File: config.mk
export PLATFORM = sky130hd
export DESIGN_NAME = wash_cycle_ctrl_flat
export DESIGN_NICKNAME = d
export VERILOG_FILES = /design/src/rtl/washer_pkg.sv /design/src/rtl/wash_cycle_ctrl_if.sv /design/src/rtl/wash_cycle_ctrl_tick_prescaler.sv /design/src/rtl/wash_cycle_ctrl.sv /design/src/flat_wrapper.sv
export SDC_FILE = /design/constraint.sdc
export NUM_CORES = 1
export LEC_CHECK = 0
export BUFFER_PORTS_ARGS = -buffer_cell sky130_fd_sc_hd__buf_2
export CORE_UTILIZATION = 50
export CTS_BUF_LIST = sky130_fd_sc_hd__clkbuf_4 sky130_fd_sc_hd__clkbuf_8
export DETAILED_ROUTE_END_ITERATION = 7
export PLACE_DENSITY = 0.77
export SETUP_SLACK_MARGIN = 0.4
export SLEW_MARGIN = 40
export SYNTH_ARGS = -nofsm -noshare
export SYNTH_HDL_FRONTEND = slang
export SYNTH_SLANG_ARGS = --single-unit
File: constraint.sdc
create_clock -name clk -period 7.31 [get_ports clk]
set_input_delay 0 -clock clk [delete_from_list [all_inputs] [get_ports clk]]
set_output_delay 0 -clock clk [all_outputs]
set_load 0.005 [all_outputs]
File: src/rtl/washer_pkg.sv
// Shared types, program durations and phase-time helpers for the wash-cycle sequencer.
package washer_pkg;

  typedef enum logic [3:0] {
    S_IDLE    = 4'd0,
    S_FILL_W  = 4'd1,
    S_WASH    = 4'd2,
    S_DRAIN_W = 4'd3,
    S_FILL_R  = 4'd4,
    S_RINSE   = 4'd5,
    S_DRAIN_R = 4'd6,
    S_SPIN    = 4'd7,
    S_DONE    = 4'd8,
    S_PAUSE   = 4'd9
  } state_t;

  typedef enum logic [1:0] {
    MOTOR_OFF     = 2'd0,
    MOTOR_AGITATE = 2'd1,
    MOTOR_SPIN    = 2'd2
  } motor_t;

  typedef enum logic [1:0] {
    PROG_NONE  = 2'd0,
    PROG_BASIC = 2'd1,
    PROG_COLD  = 2'd2,
    PROG_SUPER = 2'd3
  } prog_t;

  localparam logic [7:0] BASIC_WASH = 8'd6;
  localparam logic [7:0] BASIC_RINSE = 8'd3;
  localparam logic [7:0] BASIC_SPIN = 8'd3;
  localparam logic [7:0] COLD_WASH = 8'd10;
  localparam logic [7:0] COLD_RINSE = 8'd5;
  localparam logic [7:0] COLD_SPIN = 8'd5;
  localparam logic [7:0] SUPER_WASH = 8'd15;
  localparam logic [7:0] SUPER_RINSE = 8'd8;
  localparam logic [7:0] SUPER_SPIN = 8'd10;

  typedef struct packed {
    logic       valve;
    logic       pump;
    logic [1:0] motor;
    logic       door_lock;
    logic       busy;
    logic       done;
    logic [7:0] time_left;
    logic [3:0] led;
  } out_t;

  function automatic logic is_running(state_t s);
    return (s >= S_FILL_W) && (s <= S_SPIN);
  endfunction

  function automatic logic is_timed(state_t s);
    return (s == S_WASH) || (s == S_RINSE) || (s == S_SPIN);
  endfunction

  function automatic logic [7:0] phase_secs(prog_t p, state_t s);
    logic [7:0] w, r, sp;
    case (p)
      PROG_BASIC: begin w = BASIC_WASH; r = BASIC_RINSE; sp = BASIC_SPIN; end
      PROG_COLD:  begin w = COLD_WASH;  r = COLD_RINSE;  sp = COLD_SPIN;  end
      PROG_SUPER: begin w = SUPER_WASH; r = SUPER_RINSE; sp = SUPER_SPIN; end
      default:    begin w = 8'd0;       r = 8'd0;        sp = 8'd0;       end
    endcase
    case (s)
      S_WASH:  return w;
      S_RINSE: return r;
      S_SPIN:  return sp;
      default: return 8'd0;
    endcase
  endfunction

  // Full durations of the timed phases that still lie ahead of state s.
  function automatic logic [7:0] rest_after(prog_t p, state_t s);
    logic [7:0] w, r, sp;
    w  = phase_secs(p, S_WASH);
    r  = phase_secs(p, S_RINSE);
    sp = phase_secs(p, S_SPIN);
    case (s)
      S_FILL_W:                      return w + r + sp;
      S_WASH, S_DRAIN_W, S_FILL_R:   return r + sp;
      S_RINSE, S_DRAIN_R:            return sp;
      default:                       return 8'd0;
    endcase
  endfunction

endpackage

File: src/rtl/wash_cycle_ctrl_if.sv
// Washer I/O bundle: program selects, door and level sensors in; actuators and display out.
interface wash_cycle_ctrl_if;
  logic       give_BB;
  logic       give_CB;
  logic       give_SB;
  logic       door_closed;
  logic       level_full;
  logic       level_empty;
  logic       valve;
  logic       pump;
  logic [1:0] motor;
  logic       door_lock;
  logic       busy;
  logic       done;
  logic [7:0] time_left;
  logic [3:0] led;

  modport master (
    output give_BB, give_CB, give_SB, door_closed, level_full, level_empty,
    input  valve, pump, motor, door_lock, busy, done, time_left, led
  );

  modport slave (
    input  give_BB, give_CB, give_SB, door_closed, level_full, level_empty,
    output valve, pump, motor, door_lock, busy, done, time_left, led
  );
endinterface

File: src/rtl/wash_cycle_ctrl_tick_prescaler.sv
// One-second tick generator: pulses tick every TICK_DIV enabled cycles; clr restarts the count.
module tick_prescaler #(
  parameter int TICK_DIV = 50_000_000
) (
  input  logic clk,
  input  logic rst_n,
  input  logic clr,
  input  logic en,
  output logic tick
);
  localparam int CW = (TICK_DIV > 1) ? $clog2(TICK_DIV) : 1;
  localparam logic [CW-1:0] LAST = CW'(TICK_DIV - 1);

  logic [CW-1:0] r_cnt;

  // Not gated by clr: clr is derived from the FSM's next state, which depends on tick.
  assign tick = en && (r_cnt == LAST);

  always_ff @(posedge clk or negedge rst_n) begin
    if (!rst_n) begin
      r_cnt <= '0;
    end else if (clr) begin
      r_cnt <= '0;
    end else if (en) begin
      r_cnt <= (r_cnt == LAST) ? '0 : r_cnt + CW'(1);
    end
  end
endmodule

File: src/rtl/wash_cycle_ctrl.sv
// Wash-cycle sequencer: program latch, phase FSM with door-pause, phase timer and Moore output decode.
module wash_cycle_ctrl
  import washer_pkg::*;
#(
  parameter int TICK_DIV = 50_000_000
) (
  input  logic              clk,
  input  logic              reset,
  wash_cycle_ctrl_if.slave  bus
);

  state_t     r_state, r_saved, w_nxt_state, w_nxt_saved;
  prog_t      r_prog, w_nxt_prog;
  logic [7:0] r_timer, w_nxt_timer;
  logic [2:0] r_sel_d, w_sel, w_rise;
  logic       w_tick, w_clr, w_en;
  out_t       r_out;

  assign w_sel  = {bus.give_SB, bus.give_CB, bus.give_BB};
  assign w_rise = w_sel & ~r_sel_d;
  assign w_clr  = (w_nxt_state != r_state);
  assign w_en   = is_timed(r_state);

  tick_prescaler #(.TICK_DIV(TICK_DIV)) u_tick (
    .clk   (clk),
    .rst_n (reset),
    .clr   (w_clr),
    .en    (w_en),
    .tick  (w_tick)
  );

  function automatic out_t decode(state_t s, state_t sv, logic [7:0] t, prog_t p);
    out_t   o;
    state_t ph;
    o     = '0;
    o.led = s;
    ph    = (s == S_PAUSE) ? sv : s;
    if (is_running(ph)) o.time_left = (is_timed(ph) ? t : 8'd0) + rest_after(p, ph);
    case (s)
      S_FILL_W, S_FILL_R:   o.valve = 1'b1;
      S_WASH, S_RINSE:      o.motor = MOTOR_AGITATE;
      S_DRAIN_W, S_DRAIN_R: o.pump = 1'b1;
      S_SPIN:               begin o.motor = MOTOR_SPIN; o.pump = 1'b1; end
      S_DONE:               o.done = 1'b1;
      default:              o.done = 1'b0;
    endcase
    o.door_lock = is_running(s);
    o.busy      = is_running(s) || (s == S_PAUSE);
    return o;
  endfunction

  always_comb begin
    w_nxt_state = r_state;
    w_nxt_saved = r_saved;
    w_nxt_prog  = r_prog;
    w_nxt_timer = r_timer;
    case (r_state)
      S_IDLE: begin
        if (bus.door_closed && (|w_rise)) begin
          w_nxt_state = S_FILL_W;
          w_nxt_prog  = w_rise[2] ? PROG_SUPER : (w_rise[1] ? PROG_COLD : PROG_BASIC);
        end
      end
      S_DONE: begin
        if (!bus.door_closed) begin
          w_nxt_state = S_IDLE;
          w_nxt_prog  = PROG_NONE;
        end
      end
      S_PAUSE: begin
        if (bus.door_closed) w_nxt_state = r_saved;
      end
      S_FILL_W, S_WASH, S_DRAIN_W, S_FILL_R, S_RINSE, S_DRAIN_R, S_SPIN: begin
        // An open door outranks every sensor and tick event, including a phase-ending tick.
        if (!bus.door_closed) begin
          w_nxt_state = S_PAUSE;
          w_nxt_saved = r_state;
        end else begin
          case (r_state)
            S_FILL_W: if (bus.level_full) begin
              w_nxt_state = S_WASH;
              w_nxt_timer = phase_secs(r_prog, S_WASH);
            end
            S_DRAIN_W: if (bus.level_empty) w_nxt_state = S_FILL_R;
            S_FILL_R: if (bus.level_full) begin
              w_nxt_state = S_RINSE;
              w_nxt_timer = phase_secs(r_prog, S_RINSE);
            end
            S_DRAIN_R: if (bus.level_empty) begin
              w_nxt_state = S_SPIN;
              w_nxt_timer = phase_secs(r_prog, S_SPIN);
            end
            default: if (w_tick) begin
              if (r_timer <= 8'd1) begin
                w_nxt_timer = 8'd0;
                w_nxt_state = (r_state == S_WASH)  ? S_DRAIN_W :
                              (r_state == S_RINSE) ? S_DRAIN_R : S_DONE;
              end else begin
                w_nxt_timer = r_timer - 8'd1;
              end
            end
          endcase
        end
      end
      default: w_nxt_state = S_IDLE;
    endcase
  end

  // Outputs are registered from the decode of the next state so they track r_state exactly.
  always_ff @(posedge clk or negedge reset) begin
    if (!reset) begin
      r_state <= S_IDLE;
      r_saved <= S_IDLE;
      r_prog  <= PROG_NONE;
      r_timer <= 8'd0;
      r_sel_d <= 3'b000;
      r_out   <= '0;
    end else begin
      r_state <= w_nxt_state;
      r_saved <= w_nxt_saved;
      r_prog  <= w_nxt_prog;
      r_timer <= w_nxt_timer;
      r_sel_d <= w_sel;
      r_out   <= decode(w_nxt_state, w_nxt_saved, w_nxt_timer, w_nxt_prog);
    end
  end

  assign bus.valve     = r_out.valve;
  assign bus.pump      = r_out.pump;
  assign bus.motor     = r_out.motor;
  assign bus.door_lock = r_out.door_lock;
  assign bus.busy      = r_out.busy;
  assign bus.done      = r_out.done;
  assign bus.time_left = r_out.time_left;
  assign bus.led       = r_out.led;

endmodule
File: src/flat_wrapper.sv
// flat-port wrapper written by rule: the top's interface ports become plain ports
module wash_cycle_ctrl_flat import washer_pkg::*;
#(
  parameter int TICK_DIV = 50_000_000
)
  (clk, reset, bus_give_BB, bus_give_CB, bus_give_SB, bus_door_closed, bus_level_full, bus_level_empty, bus_valve, bus_pump, bus_motor, bus_door_lock, bus_busy, bus_done, bus_time_left, bus_led);
  wash_cycle_ctrl_if bus_i ();
  input  logic clk;
  input  logic reset;
  input wire logic [$bits(bus_i.give_BB)-1:0] bus_give_BB;
  input wire logic [$bits(bus_i.give_CB)-1:0] bus_give_CB;
  input wire logic [$bits(bus_i.give_SB)-1:0] bus_give_SB;
  input wire logic [$bits(bus_i.door_closed)-1:0] bus_door_closed;
  input wire logic [$bits(bus_i.level_full)-1:0] bus_level_full;
  input wire logic [$bits(bus_i.level_empty)-1:0] bus_level_empty;
  output wire logic [$bits(bus_i.valve)-1:0] bus_valve;
  output wire logic [$bits(bus_i.pump)-1:0] bus_pump;
  output wire logic [$bits(bus_i.motor)-1:0] bus_motor;
  output wire logic [$bits(bus_i.door_lock)-1:0] bus_door_lock;
  output wire logic [$bits(bus_i.busy)-1:0] bus_busy;
  output wire logic [$bits(bus_i.done)-1:0] bus_done;
  output wire logic [$bits(bus_i.time_left)-1:0] bus_time_left;
  output wire logic [$bits(bus_i.led)-1:0] bus_led;
  assign bus_i.give_BB = bus_give_BB;
  assign bus_i.give_CB = bus_give_CB;
  assign bus_i.give_SB = bus_give_SB;
  assign bus_i.door_closed = bus_door_closed;
  assign bus_i.level_full = bus_level_full;
  assign bus_i.level_empty = bus_level_empty;
  assign bus_valve = bus_i.valve;
  assign bus_pump = bus_i.pump;
  assign bus_motor = bus_i.motor;
  assign bus_door_lock = bus_i.door_lock;
  assign bus_busy = bus_i.busy;
  assign bus_done = bus_i.done;
  assign bus_time_left = bus_i.time_left;
  assign bus_led = bus_i.led;
  wash_cycle_ctrl #(.TICK_DIV(TICK_DIV)) u_core (.clk(clk), .reset(reset), .bus(bus_i));
endmodule
Word level (Yosys, flattened, before mapping). Cells that the tools add are included.

Flip-flop bits (word level): 62. Input port bits: 8. Output and inout bits: 19.

Bitwise logic cells: 2. Add/subtract/negate cells: 6. Reduce and logical (&&, ||, !) cells: 18. Eq/ne operators: 33. Mux-type cells: 49. Magnitude comparators: 5.

Operator list (count): $mux 8 (13); $mux 26 (3); $pmux 4 s3 (6); $mux 4 (14); $eq 4x3->1 const B (12); $add 8x8->8 (4); $pmux 4 s4 (2); $pmux 8 s4 (1); $add 26x1->26 const B (1); $eq 26x26->1 const B (1); $eq 4x2->1 const B (6); $pmux 8 s3 (1); $eq 4x4->1 const B (4); $eq 4x1->1 const B (3); $reduce_or 3->1 (3); $eq 2x2->1 const B (4); $ge 4x1->1 const B (2); $le 4x3->1 const B (2); $le 8x1->1 const B (1); $mux 2 (4); $pmux 2 s2 (2); $sub 8x1->8 const B (1); $reduce_or 7->1 (1); $reduce_or 2->1 (3); other kinds (9) (19).

Longest topological paths before layout.
Word-level depth: 19. Depth in mapped cells: 22. Depth with buffers taken out: 21.

Modules after synthesis. Synthesis repeated with hierarchy kept, for this count alone.

Cell total of the unflattened synthesis: 497. Area total of the unflattened synthesis: 4399.2 um2.

By module, submodules not included: wash_cycle_ctrl (area an instance 2847.7 um2, instances 1, cells an instance 324); tick_prescaler (area an instance 1551.5 um2, instances 1, cells an instance 173).

Worst setup path after synthesis. Ideal clock, no wire load.

Path type: register to register. Start point: reg u_core.r_timer[3]. End point: reg u_core.r_out (netlist bit u_core.bus.time_left[6]). Path slack: 2917 ps. Library setup time: 87 ps. Required time: 7223 ps. Data arrival time: 4306 ps. Cell stages (with the launch flop): 18. Clock period less this slack: 4393 ps. Buffers on the path: 1. Path through: dfrtp_1 or4_4 nor4_4 nand3_2 mux2_1 a31o_1 buf_6 o41a_1 a2111oi_0 a221o_1 ha_1 nor2b_1 o21ai_0 nand2b_1 a21o_1 a21o_1 and3_1 nor3_1.

Word-level cells in the longest chain between the ends: 14. Elaborated cells between the ends (all ways): 36.

Ends and longest elaborated chain: from (decl) (RTL line wash_cycle_ctrl.sv:14) `logic [7:0] r_timer, w_nxt_timer;`; from (signal assigned) (RTL line wash_cycle_ctrl.sv:122) `r_timer <= w_nxt_timer;`; $le 8x1->1 (RTL line wash_cycle_ctrl.sv:94) `if (r_timer <= 8'd1) begin`; $mux 4 (RTL line wash_cycle_ctrl.sv:94); $mux 4 (RTL line wash_cycle_ctrl.sv:93) `default: if (w_tick) begin`; $pmux 4 s4 (RTL line wash_cycle_ctrl.sv:79) `case (r_state)`; $mux 4 (RTL line wash_cycle_ctrl.sv:75) `if (!bus.door_closed) begin`; $pmux 4 s4 (RTL line wash_cycle_ctrl.sv:57) `case (r_state)`; $eq 4x4->1 (RTL line wash_cycle_ctrl.sv:37) `ph = (s == S_PAUSE) ? sv : s;`; $mux 4 (RTL line wash_cycle_ctrl.sv:37); $eq 4x2->1, or another cell as far along (RTL line washer_pkg.sv:81) `case (s)`; $reduce_or 3->1, or another cell as far along (RTL line washer_pkg.sv:81); $pmux 8 s3 / $logic_or 1x1->1 (equally long branches) (RTL line washer_pkg.sv:81, washer_pkg.sv:56); $mux 8 (RTL line wash_cycle_ctrl.sv:38) `if (is_running(ph)) o.time_left = (is_timed(ph) ? t : 8'd0) + rest_after(p, ph);`; $add 8x8->8 (RTL line wash_cycle_ctrl.sv:38); $mux 8 * (RTL line wash_cycle_ctrl.sv:38); to (signal assigned) (RTL line wash_cycle_ctrl.sv:124) `r_out <= decode(w_nxt_state, w_nxt_saved, w_nxt_timer, w_nxt_prog);`; to (decl) (RTL line wash_cycle_ctrl.sv:17) `out_t r_out;`.

Every way passes the cells marked *; elsewhere a longest branch is shown, timed or not. The select of a mux whose other input is x is not followed. A chain may end at the register's enable or synchronous reset.

Worst setup path after layout. Ends and elaborated chain as after synthesis.

==> results_dict.tcl <==
set metrics [dict create \
    synth_edf_count 0 \
    critPathSlowestCell "or4_4" \
    critical_path.top_delay_family "simple AND/OR/NAND/NOR gates" \
    drv_cap 0 \
    globalRouteMet2Util_pct 41.4 \
    worst_pin_slew_ns 0.772 \
    relSlewSlack_pct 48.1 \
    ys.flop_type "dfrtp_1" \
    vias 3791 \
    period_minus_slack_ns 5.05 \
    cp.required_ns 7.52 \
    clock_sinks 62 \
    viasPerCell 6.09 \
    synthCells 488 \
    drc 0 \
    path_cells "or4_4 > nor4_4 > nand3_2 > mux2_1 > a31o_1 > o41ai_4 > nand3_1 > nor2b_1 > ha_1 > inv_1 > fa_1 > nor2b_1 > o21ai_0 > nand2b_1 > a21o_1 > a21o_1 > and3_1 > nor3_1" \
    wire_per_inst_um 16.4 \
    drive_above_1_share_pct 11.4 \
    std_cell_rows 33 \
    netlist_area_mm2 0.00420 \
    period_share_pct 69.0 \
    crit_type "reg2reg" \
    crit_path_start "u_core.r_timer[3]" \
    area_delta_synth_final_pct 10.5 \
    r2r-start "u_core.r_timer[3]" \
    syn_avg_cell_area_um2 8.61 \
    grt_overflow 0 \
    cts_resized 0 \
    status "complete, no violations" \
    rrSetupSlack_ns 2.26 \
    grt_util_met3_pct 5.99 \
    cts_buffers 9 \
    synth_nets 518 \
    cp_max_fo 18 \
    grt_antenna_before_repair 0 \
    clk_pin_slew_ns 0.08 \
    leakage_nw 2.02 \
    track_usage_pct 25.3 \
    max_stage_delay_ns 0.58 \
    grtUsageMet1_pct 32.4 \
    num-nets-final 542 \
    die_w_um 93.7 \
    hold_viol 0 \
    fin_worst_skew_ns 0.00966 \
    min-delay-start "bus_door_closed" \
    cp-end-kind "flop" \
    crit_arrival_ns 5.25 \
    gp_congestion 0.864 \
    worst-path-buf-inv 1 \
    yosysWarnings 0 \
    drtIter0Drc 372 \
    grt_busiest_layer "met2" \
    hold_path_class "in2reg" \
    hpwl_um 7180 \
    drt-pass1-iter-count 5 \
    routed_wl_um 10200 \
    dieArea_mm2 0.00877 \
    ys_ff_latch 62 \
    final_max_slew_viol_count 0 \
    h-tree-depth 3 \
    grt_max_degree 63 \
    drtAntennaViolNets 0 \
    holdWs_ns 0.145 \
    ioPinCount 27 \
    yosysUniqueCellTypes 68 \
    clock_latency_ns 0.35 \
    ir_drop_mv 0.198 \
    core_area_mm2 0.00818 \
    io_buffers 26 \
    start_kind "flop" \
    dieHeight_um 93.7 \
    setup_viol 0 \
    fmax_mhz 198 \
    grt_pass1_vias 3638 \
    power_density_mw_per_mm2 281 \
    synthArstFlopShare_pct 100 \
    ys_seq_area_share_pct 36.9 \
    n_antenna_cell 0 \
    fillers 765 \
    clockRootBuffer "clkbuf_8" \
    start_util_pct 51.4 \
    cts_buffer_depth 2 \
    grt_pass1_wl_um 17400 \
    finalPower_mw 1.30 \
    fin_setup_tns_ns 0 \
    rsz0062_at_grt "false" \
    cts_tree "built" \
]
## worst register-to-register path, cell delays in order (launching register included)
cell and delay, ns:
dfrtp_1 0.44, or4_4 0.58, nor4_4 0.45, nand3_2 0.18, mux2_1 0.35, a31o_1 0.40
o41ai_4 0.53, nand3_1 0.33, nor2b_1 0.20, ha_1 0.19, inv_1 0.06, fa_1 0.39
nor2b_1 0.16, o21ai_0 0.09, nand2b_1 0.11, a21o_1 0.13, a21o_1 0.12, and3_1 0.15
nor3_1 0.05
## path summary, 6_finish.rpt
| check | endpoint | depth (start not counted) |
|---|---|---|
| max in group asynchronous | u_core.r_saved[3] | 3 |
| hold / removal | u_core.r_saved[2] | 4 |
| setup / recovery | u_core.bus.time_left[6] | 18 |
| min in group asynchronous | u_core.u_tick.r_cnt[10] | 3 |
| setup reg to reg | u_core.bus.time_left[6] | 18 |
| hold reg to reg | u_core.u_tick.r_cnt[6] | 2 |
## synthesized netlist by cell type, types with 6 or more instances
cell type	number	area (µm²)
dfrtp_1	62	1550
and3_1	10	62.6
nand2b_1	8	50.1
xor2_1	11	96.3
a31oi_1	9	56.3
inv_1	28	105
nor4_1	6	37.5
nor2b_1	14	87.6
nand3_1	23	115
nor2_1	48	180
xnor2_1	16	140
a21o_1	10	75.1
clkbuf_1	17	63.8
nand2_1	31	116
nor3_1	22	110
o21ai_0	26	130
ha_1	21	263
a21oi_1	29	145
nand4_1	9	56.3
## cells by family (layout without fill, tap and decap cells)
family                   count (synthesis)  count (layout)  synth area share, %
multiplexers                             3               3                0.774
adder cells (fa/ha/maj)                 22              22                 6.73
AO/OA/AOI/OAI                          125             125                 20.3
buffers and inverters                   49              78                 4.62
AND/OR/NAND/NOR                        200             200                 25.0
XOR/XNOR                                27              27                 5.63
flip-flops                              62              62                 36.9
## what timing repair did
item,4_1_cts,5_1_grt
buffers inserted,0,0
hold endpoints to repair,65,0
hold buffers,4,0
## cell usage in the layout, fill, tap and decap left out, types with 9 or more instances in the layout
master,synthesis,layout
nand2_1,31,31
a21o_1,10,10
ha_1,21,21
nor2_1,48,48
nand4_1,9,9
nand3_1,23,23
nor3_1,22,22
nor2b_1,14,14
xnor2_1,16,16
xor2_1,11,11
buf_2,2,26
o21ai_0,26,26
a21oi_1,29,29
and3_1,10,10
a31oi_1,9,9
clkbuf_8,0,10
dfrtp_1,62,62
inv_1,28,28
## sequential cells by signal, indices dropped and copies added (netlist names)
name	count
u_core.bus.busy	1
u_core.bus.done	1
u_core.bus.door_lock	1
u_core.bus.motor	2
u_core.bus.pump	1
u_core.bus.time_left	8
u_core.bus.valve	1
u_core.r_prog	2
u_core.r_saved	4
u_core.r_sel_d	3
u_core.r_state	4
u_core.r_timer	8
u_core.u_tick.r_cnt	26
## area by class of cell
cell class | instances | area (µm²) | area share, %
Inverter | 28 | 105 | 2.26
Multi-Input combinational cell | 377 | 2470 | 53.2
Clock inverter | 6 | 45.0 | 0.970
Timing Repair Buffer | 34 | 204 | 4.39
Clock buffer | 10 | 138 | 2.96
Sequential cell | 62 | 1550 | 33.4
Tap cell | 105 | 131 | 2.83
## layer usage
layer | vias to the layer above | share of wire (%)
met5 | - | 0
met4 | 0 | 2.4
met3 | 36 | 6.3
met2 | 142 | 48
met1 | 1795 | 44
li1 | 1818 | -
## report_power, final
part	switching (mW)	total [mW]	internal, mW	leakage (nW)
logic	0.377	0.579	0.203	1.09
clock network	0.146	0.281	0.134	0.0970
registers	0.0607	0.444	0.383	0.837
total	0.584	1.30	0.720	2.02
## per-stage QoR
| step | cell area [µm²] | worst slack (ns) | cells | util (%) |
|---|---|---|---|---|
| final | 4640 | 2.26 | 622 | 56.8 |
| after global routing | 4640 | 1.82 | 622 | 56.8 |
| after CTS | 4630 | 2.30 | 622 | 56.7 |
| after detailed placement | 4410 | 2.32 | 602 | 53.9 |
| after global placement | 4410 | 2.50 | 602 | 53.9 |
| after floorplan | 4200 | 2.92 | 488 | - |
Power figures use the tool's default switching activity.
